===== config.mk =====
export PLATFORM = sky130hd
export DESIGN_NAME = tproc_top
export DESIGN_NICKNAME = d
export VERILOG_FILES = /design/src/rtl/tproc_pkg.sv /design/src/rtl/tproc_feature_buf.sv /design/src/rtl/tproc_top.sv
export SDC_FILE = /design/constraint.sdc
export NUM_CORES = 2
export LEC_CHECK = 0
export CAP_MARGIN = 20
export CORE_ASPECT_RATIO = 1.5
export CORE_MARGIN = 8
export CORE_UTILIZATION = 55
export DETAILED_ROUTE_END_ITERATION = 7
export GPL_ROUTABILITY_DRIVEN = 0
export PLACE_DENSITY = 0.72
export SLEW_MARGIN = 40
export SYNTH_ARGS = -nofsm -noshare
export SYNTH_HDL_FRONTEND = slang
export SYNTH_SLANG_ARGS = --single-unit

===== constraint.sdc =====
create_clock -name clk -period 8.3 [get_ports clk]
set_input_delay 1.66 -clock clk [delete_from_list [all_inputs] [get_ports clk]]
set_output_delay 1.66 -clock clk [all_outputs]
set_load 0.01 [all_outputs]

===== src/rtl/tproc_pkg.sv =====
// ---------------------------------------------------------------------------
// tproc_pkg : shared encodings and field positions for the Tproc fetch block
// Rev 1.0
// ---------------------------------------------------------------------------
`default_nettype none

package tproc_pkg;
  localparam int DATA_W_DEF     = 128;
  localparam int EXT_ADDR_W_DEF = 16;
  localparam int BUF_DEPTH_DEF  = 32;
  localparam int BUF_AW_DEF     = 5;
  localparam int INSTR_W_DEF    = 64;

  localparam int INSTR_BASE_LSB = 0;
  localparam int INSTR_CNT_LSB  = 16;
  localparam int INSTR_FIELD_W  = 16;

  localparam int STAT_WCNT_LSB  = 0;
  localparam int STAT_CNT_LSB   = 16;
  localparam int STAT_FIELD_W   = 16;
  localparam int STAT_BUSY_BIT  = 32;
  localparam int STAT_DONE_BIT  = 33;

  typedef enum logic [1:0] {
    ST_IDLE  = 2'd0,
    ST_FETCH = 2'd1,
    ST_DRAIN = 2'd2,
    ST_DONE  = 2'd3
  } state_e;
endpackage

`default_nettype wire


===== src/rtl/tproc_feature_buf.sv =====
// ---------------------------------------------------------------------------
// tproc_feature_buf : 1W/1R feature buffer, registered read, read-before-write
// Rev 1.0
// ---------------------------------------------------------------------------
`default_nettype none

module tproc_feature_buf
  import tproc_pkg::*;
#(
  parameter int DATA_W = DATA_W_DEF,
  parameter int DEPTH  = BUF_DEPTH_DEF,
  parameter int AW     = BUF_AW_DEF
) (
  input  logic              clk,
  input  logic              rst_n,
  input  logic              wr_en_i,
  input  logic [AW-1:0]     wr_addr_i,
  input  logic [DATA_W-1:0] wr_data_i,
  input  logic              rd_en_i,
  input  logic [AW-1:0]     rd_addr_i,
  output logic [DATA_W-1:0] rd_data_o
);
  logic [DATA_W-1:0] mem_q [DEPTH];
  logic [DATA_W-1:0] rd_data_q;

  always_ff @(posedge clk) begin
    if (wr_en_i) mem_q[wr_addr_i] <= wr_data_i;
  end

  always_ff @(posedge clk or negedge rst_n) begin
    if (!rst_n)       rd_data_q <= '0;
    else if (rd_en_i) rd_data_q <= mem_q[rd_addr_i];
  end

  assign rd_data_o = rd_data_q;
endmodule

`default_nettype wire


===== src/rtl/tproc_top.sv =====
// ---------------------------------------------------------------------------
// tproc_top : feature-fetch controller; external RAM -> buffer, host readback
// Rev 1.0
// ---------------------------------------------------------------------------
`default_nettype none

module tproc_top
  import tproc_pkg::*;
#(
  parameter int DATA_W     = DATA_W_DEF,
  parameter int EXT_ADDR_W = EXT_ADDR_W_DEF,
  parameter int BUF_DEPTH  = BUF_DEPTH_DEF,
  parameter int BUF_AW     = BUF_AW_DEF,
  parameter int INSTR_W    = INSTR_W_DEF
) (
  input  logic                  clk,
  input  logic                  rst,
  input  logic                  acc_enable,
  input  logic [INSTR_W-1:0]    instr_port,
  input  logic [DATA_W-1:0]     i_data_bus_port,
  output logic [EXT_ADDR_W-1:0] i_feature_addr,
  output logic                  i_feature_rd_en,
  input  logic                  arm_read_feature_enable,
  input  logic [BUF_AW-1:0]     arm_read_feature_addr,
  input  logic                  arm_read_feature_select,
  output logic [DATA_W-1:0]     arm_read_feature_data,
  output logic                  clp_state
);
  localparam int CNT_W = BUF_AW + 1;

  state_e                  state_q;
  logic [EXT_ADDR_W-1:0]   base_q, addr_q;
  logic [CNT_W-1:0]        cnt_q, k_q, wcnt_q;
  logic [BUF_AW-1:0]       iss_idx_q, wr_idx_q;
  logic                    rd_en_q, wr_en_q, done_q, busy_q;
  logic                    sel_q;
  logic [DATA_W-1:0]       status_q, status_d, buf_rd;
  logic [INSTR_FIELD_W-1:0] req_cnt, req_base;
  logic [CNT_W-1:0]        clamp_cnt;
  logic                    unused_instr;

  assign req_base     = instr_port[INSTR_BASE_LSB +: INSTR_FIELD_W];
  assign req_cnt      = instr_port[INSTR_CNT_LSB +: INSTR_FIELD_W];
  assign clamp_cnt    = (req_cnt > INSTR_FIELD_W'(BUF_DEPTH)) ? CNT_W'(BUF_DEPTH)
                                                             : req_cnt[CNT_W-1:0];
  assign unused_instr = ^instr_port[INSTR_W-1:INSTR_CNT_LSB+INSTR_FIELD_W];

  // The first read is issued on the IDLE->FETCH edge; k_q is the next index.
  always_ff @(posedge clk or negedge rst) begin
    if (!rst) begin
      state_q   <= ST_IDLE;
      base_q    <= '0;
      addr_q    <= '0;
      cnt_q     <= '0;
      k_q       <= '0;
      wcnt_q    <= '0;
      iss_idx_q <= '0;
      wr_idx_q  <= '0;
      rd_en_q   <= 1'b0;
      wr_en_q   <= 1'b0;
      done_q    <= 1'b0;
      busy_q    <= 1'b0;
    end else begin
      wr_en_q  <= rd_en_q;
      wr_idx_q <= iss_idx_q;
      if (wr_en_q) wcnt_q <= wcnt_q + 1'b1;
      case (state_q)
        ST_IDLE: begin
          if (acc_enable) begin
            base_q <= req_base;
            cnt_q  <= clamp_cnt;
            wcnt_q <= '0;
            if (clamp_cnt == '0) begin
              state_q <= ST_DONE;
              done_q  <= 1'b1;
            end else begin
              state_q   <= ST_FETCH;
              busy_q    <= 1'b1;
              done_q    <= 1'b0;
              rd_en_q   <= 1'b1;
              addr_q    <= req_base;
              iss_idx_q <= '0;
              k_q       <= CNT_W'(1);
            end
          end
        end
        ST_FETCH: begin
          if (k_q == cnt_q) begin
            rd_en_q <= 1'b0;
            state_q <= ST_DRAIN;
          end else begin
            addr_q    <= base_q + EXT_ADDR_W'(k_q);
            iss_idx_q <= k_q[BUF_AW-1:0];
            k_q       <= k_q + 1'b1;
          end
        end
        ST_DRAIN: begin
          state_q <= ST_DONE;
          done_q  <= 1'b1;
          busy_q  <= 1'b0;
        end
        ST_DONE: begin
          if (!acc_enable) state_q <= ST_IDLE;
        end
        default: state_q <= ST_IDLE;
      endcase
    end
  end

  always_comb begin
    status_d = '0;
    status_d[STAT_WCNT_LSB +: STAT_FIELD_W] = STAT_FIELD_W'(wcnt_q);
    status_d[STAT_CNT_LSB +: STAT_FIELD_W]  = STAT_FIELD_W'(cnt_q);
    status_d[STAT_BUSY_BIT]                 = busy_q;
    status_d[STAT_DONE_BIT]                 = done_q;
  end

  always_ff @(posedge clk or negedge rst) begin
    if (!rst) begin
      sel_q    <= 1'b0;
      status_q <= '0;
    end else if (arm_read_feature_enable) begin
      sel_q <= arm_read_feature_select;
      if (arm_read_feature_select) status_q <= status_d;
    end
  end

  tproc_feature_buf #(
    .DATA_W (DATA_W),
    .DEPTH  (BUF_DEPTH),
    .AW     (BUF_AW)
  ) u_buf (
    .clk       (clk),
    .rst_n     (rst),
    .wr_en_i   (wr_en_q),
    .wr_addr_i (wr_idx_q),
    .wr_data_i (i_data_bus_port),
    .rd_en_i   (arm_read_feature_enable & ~arm_read_feature_select),
    .rd_addr_i (arm_read_feature_addr),
    .rd_data_o (buf_rd)
  );

  assign arm_read_feature_data = sel_q ? status_q : buf_rd;
  assign i_feature_addr        = addr_q;
  assign i_feature_rd_en       = rd_en_q;
  assign clp_state             = busy_q;
endmodule

`default_nettype wire


==> run summary <==
Most common cell after layout, fill and taps aside: edfxtp_1
Count of state elements after synthesis: 4305
Starting density of the core: 0.553
Crit-path max FO: 30
Status: finished with violations
Failing checks: DRC
HPWL after DPL: 206 mm
Setup TNS: 0 ns
Postcts setup bufs: 0
Largest area contributor in the netlist: edfxtp_1
Dpl cells: 11400
Startpoint Class: flop
Final setup fails: 0
Synth Warn #: 0
Total global routing overflow: 0
DRC: 2
Chip width: 460 um
Row Count: 244
Post-route ant nets: 0
H-Tree Depth: 5
Fin Clk Skew: 0.0644 ns
CTS tree: built
Largest net degree at the start of global routing: 138
Avg Cell Area, Syn: 22.1 um^2
Post-synthesis sequential area ratio: 0.788
Worst Path Class, Setup: flop to output pin
Fin cells: 12100
Fmax: 197 MHz
Area Growth Syn to Fin: 13.3%
Switch share: 0.229
Vias per cell: 6.67
Int Pwr: 37.1 mW
Core Box Area: 294000 um^2
GRT Total Usage: 0.259
Worst rel slew slack: 0.371
Multi-input gate area: 32800 um^2
DRT Pass-1 Iters: 7
Synth Instances: 7361
Clock buffer depth: 4
Ys flop type: edfxtp_1
First-pass GRT wire length: 590 mm
Period utilisation layout: 0.610
Pleak: 58.4 nW
Critical Path Sink Type: output pin
NetSw: 11.0 mW
Combinational group share of total power: 0.091
Cell area power density: 261 nW/um^2
Mapped Area: 163000 um^2
Post-CTS sizing: 0
Post-CTS Hold Buffers: 0
Maximum VDD drop: 0.223 mV
Most frequent cells in the layout: 4096 x edfxtp_1, 1024 x mux4_2, 414 x a22oi_1
Yosys cell types: 58
RSZ-0062 raised after global routing: no
Die Footprint: 314000 um^2
Chip height: 682 um
Sequential power share: 0.531
Final hold slack: 0.380 ns
Clock-pin slew on the worst setup and hold paths: 0.07 ns
Port bufs: 315
Boundary Pins: 348
Layout cells sized above 1: 0.248
Cts bufs inserted: 384
Top-area cell type share of the netlist area: 0.756
Initial antenna violation count: 61
Drt total wl: 414 mm
Nets: 8042
Worst min path class: flop to flop
Worst Tran Pin Value: 0.944 ns
Final period demand of the worst path: 5.06 ns
Pins Over Slew Limit: 0
DRT iter0 DRCs: 10300
Clock root cell: clkbuf_16
Synth area leaders: edfxtp_1 76%, mux4_2 14%, dfrtp_1 3.2%, a22oi_1 1.9%, a21oi_1 0.73%
Max cap viols: 0
Post-synth EDFFs: 4096
Clk_lat worst skew: 0.91 ns
# fillers: 19400
Vias in the first global route: 82700
Hold Fails Final Rpt: 0
Drt wl/cell: 34.2 um
Vias: 80800
CP required: 6.64 ns
Arrival time at the worst endpoint: 3.40 ns
FF+latch area: 128000 um^2
Post-Syn Nets: 7576
CTS sink count: 4305
Clock Power Share: 0.378
Synth async-reset ratio: 0.0485
path summary, 6_finish.rpt:
kind,start,to,slack [ns],cells past startpoint
setup / recovery,sel_q$_DFFE_PN0P_,arm_read_feature_data[48],3.24,3
hold / removal,iss_idx_q[3]$_DFFE_PN0P_,wr_idx_q[3]$_DFF_PN0_,0.38,0
setup reg to reg,wr_en_q$_DFF_PN0_,u_buf.mem_q[3][98]$_DFFE_PP_,4.47,4
hold reg to reg,iss_idx_q[3]$_DFFE_PN0P_,wr_idx_q[3]$_DFF_PN0_,0.38,0
max in group asynchronous,rst,u_buf.rd_data_o[102]$_DFFE_PN0P_,6.23,4
min in group asynchronous,rst,i_feature_addr[14]$_DFFE_PN0P_,0.60,1
layout make-up:
cell class	count	area share
repair buffers	510	0.0294
diodes	24	0.000326
clock buffers	506	0.0574
clock inverters	198	0.0123
multi-input cells	2618	0.178
flip-flops and latches	4305	0.696
inverters	8	0.000163
well taps	3936	0.0267
power groups by stage:
| stage | Combinational, mW | Sequential (mW) | Clock [mW] |
|---|---|---|---|
| 6_report | 4.39 | 25.5 | 18.2 |
| 5_1_grt | 4.64 | 25.6 | 19.2 |
| 4_1_cts | 4.44 | 25.6 | 18.4 |
| 3_5_place_dp | 4.42 | 26.0 | 0 |
| 3_3_place_gp | 4.24 | 25.9 | 0 |
| 2_1_floorplan | 2.41 | 26.0 | 0 |
logic make-up (layout without fill, tap and decap cells):
kind of cell	count (synthesis)	after routing	share of synthesized area
other cells	0	24	0
simple gates	588	588	0.0167
mux	1054	1054	0.144
compound gates	937	937	0.0366
fa+ha+maj	13	13	0.00105
buf+inv	438	1222	0.0120
xor+xnor	26	26	0.00140
flops	4305	4305	0.788
Yosys cell counts, drive strengths merged, types with 11 or more instances:
master / count
edfxtp: 4096
mux4: 1024
a22oi: 414
nand2: 301
clkbuf: 246
a21oi: 236
dfrtp: 209
buf: 184
o21ai: 152
nor2b: 119
o22ai: 113
nor2: 80
nor3: 39
mux2: 28
xor2: 19
ha: 12
nand3: 11
worst max-delay path, stage by stage, from the launching register on:
cell             delay, ns
dfrtp_4               0.63
buf_4                 0.36
nor2b_1               0.74
clkdlybuf4s50_1       0.69
sequential cells by signal (all words and copies together), names as in the netlist, 6 cells and up:
register	cells
base_q	16
cnt_q	6
i_feature_addr	16
k_q	6
status_q	14
u_buf.mem_q	4096
u_buf.rd_data_o	128
wcnt_q	6
stage by stage:
step / util / power (mW) / setup WS [ns] / cell area [um^2]
after detailed placement: 0.583 / 30.4 / 3.38 / 172000
final: 0.626 / 48.1 / 3.24 / 184000
after global placement: 0.580 / 30.2 / 3.37 / 171000
after global routing: 0.626 / 49.4 / 3.27 / 184000
after floorplan: - / 28.4 / 1.12 / 163000
after CTS: 0.627 / 48.4 / 3.16 / 185000
per-layer routing:
metal	vias to the layer above	routed length [um]	GRT usage
met5	-	167	0
met4	26	14600	0.0836
met3	815	40000	0.0441
met2	4899	211000	0.445
met1	43100	149000	0.343
li1	31900	-	-
Power figures use the tool's default switching activity.
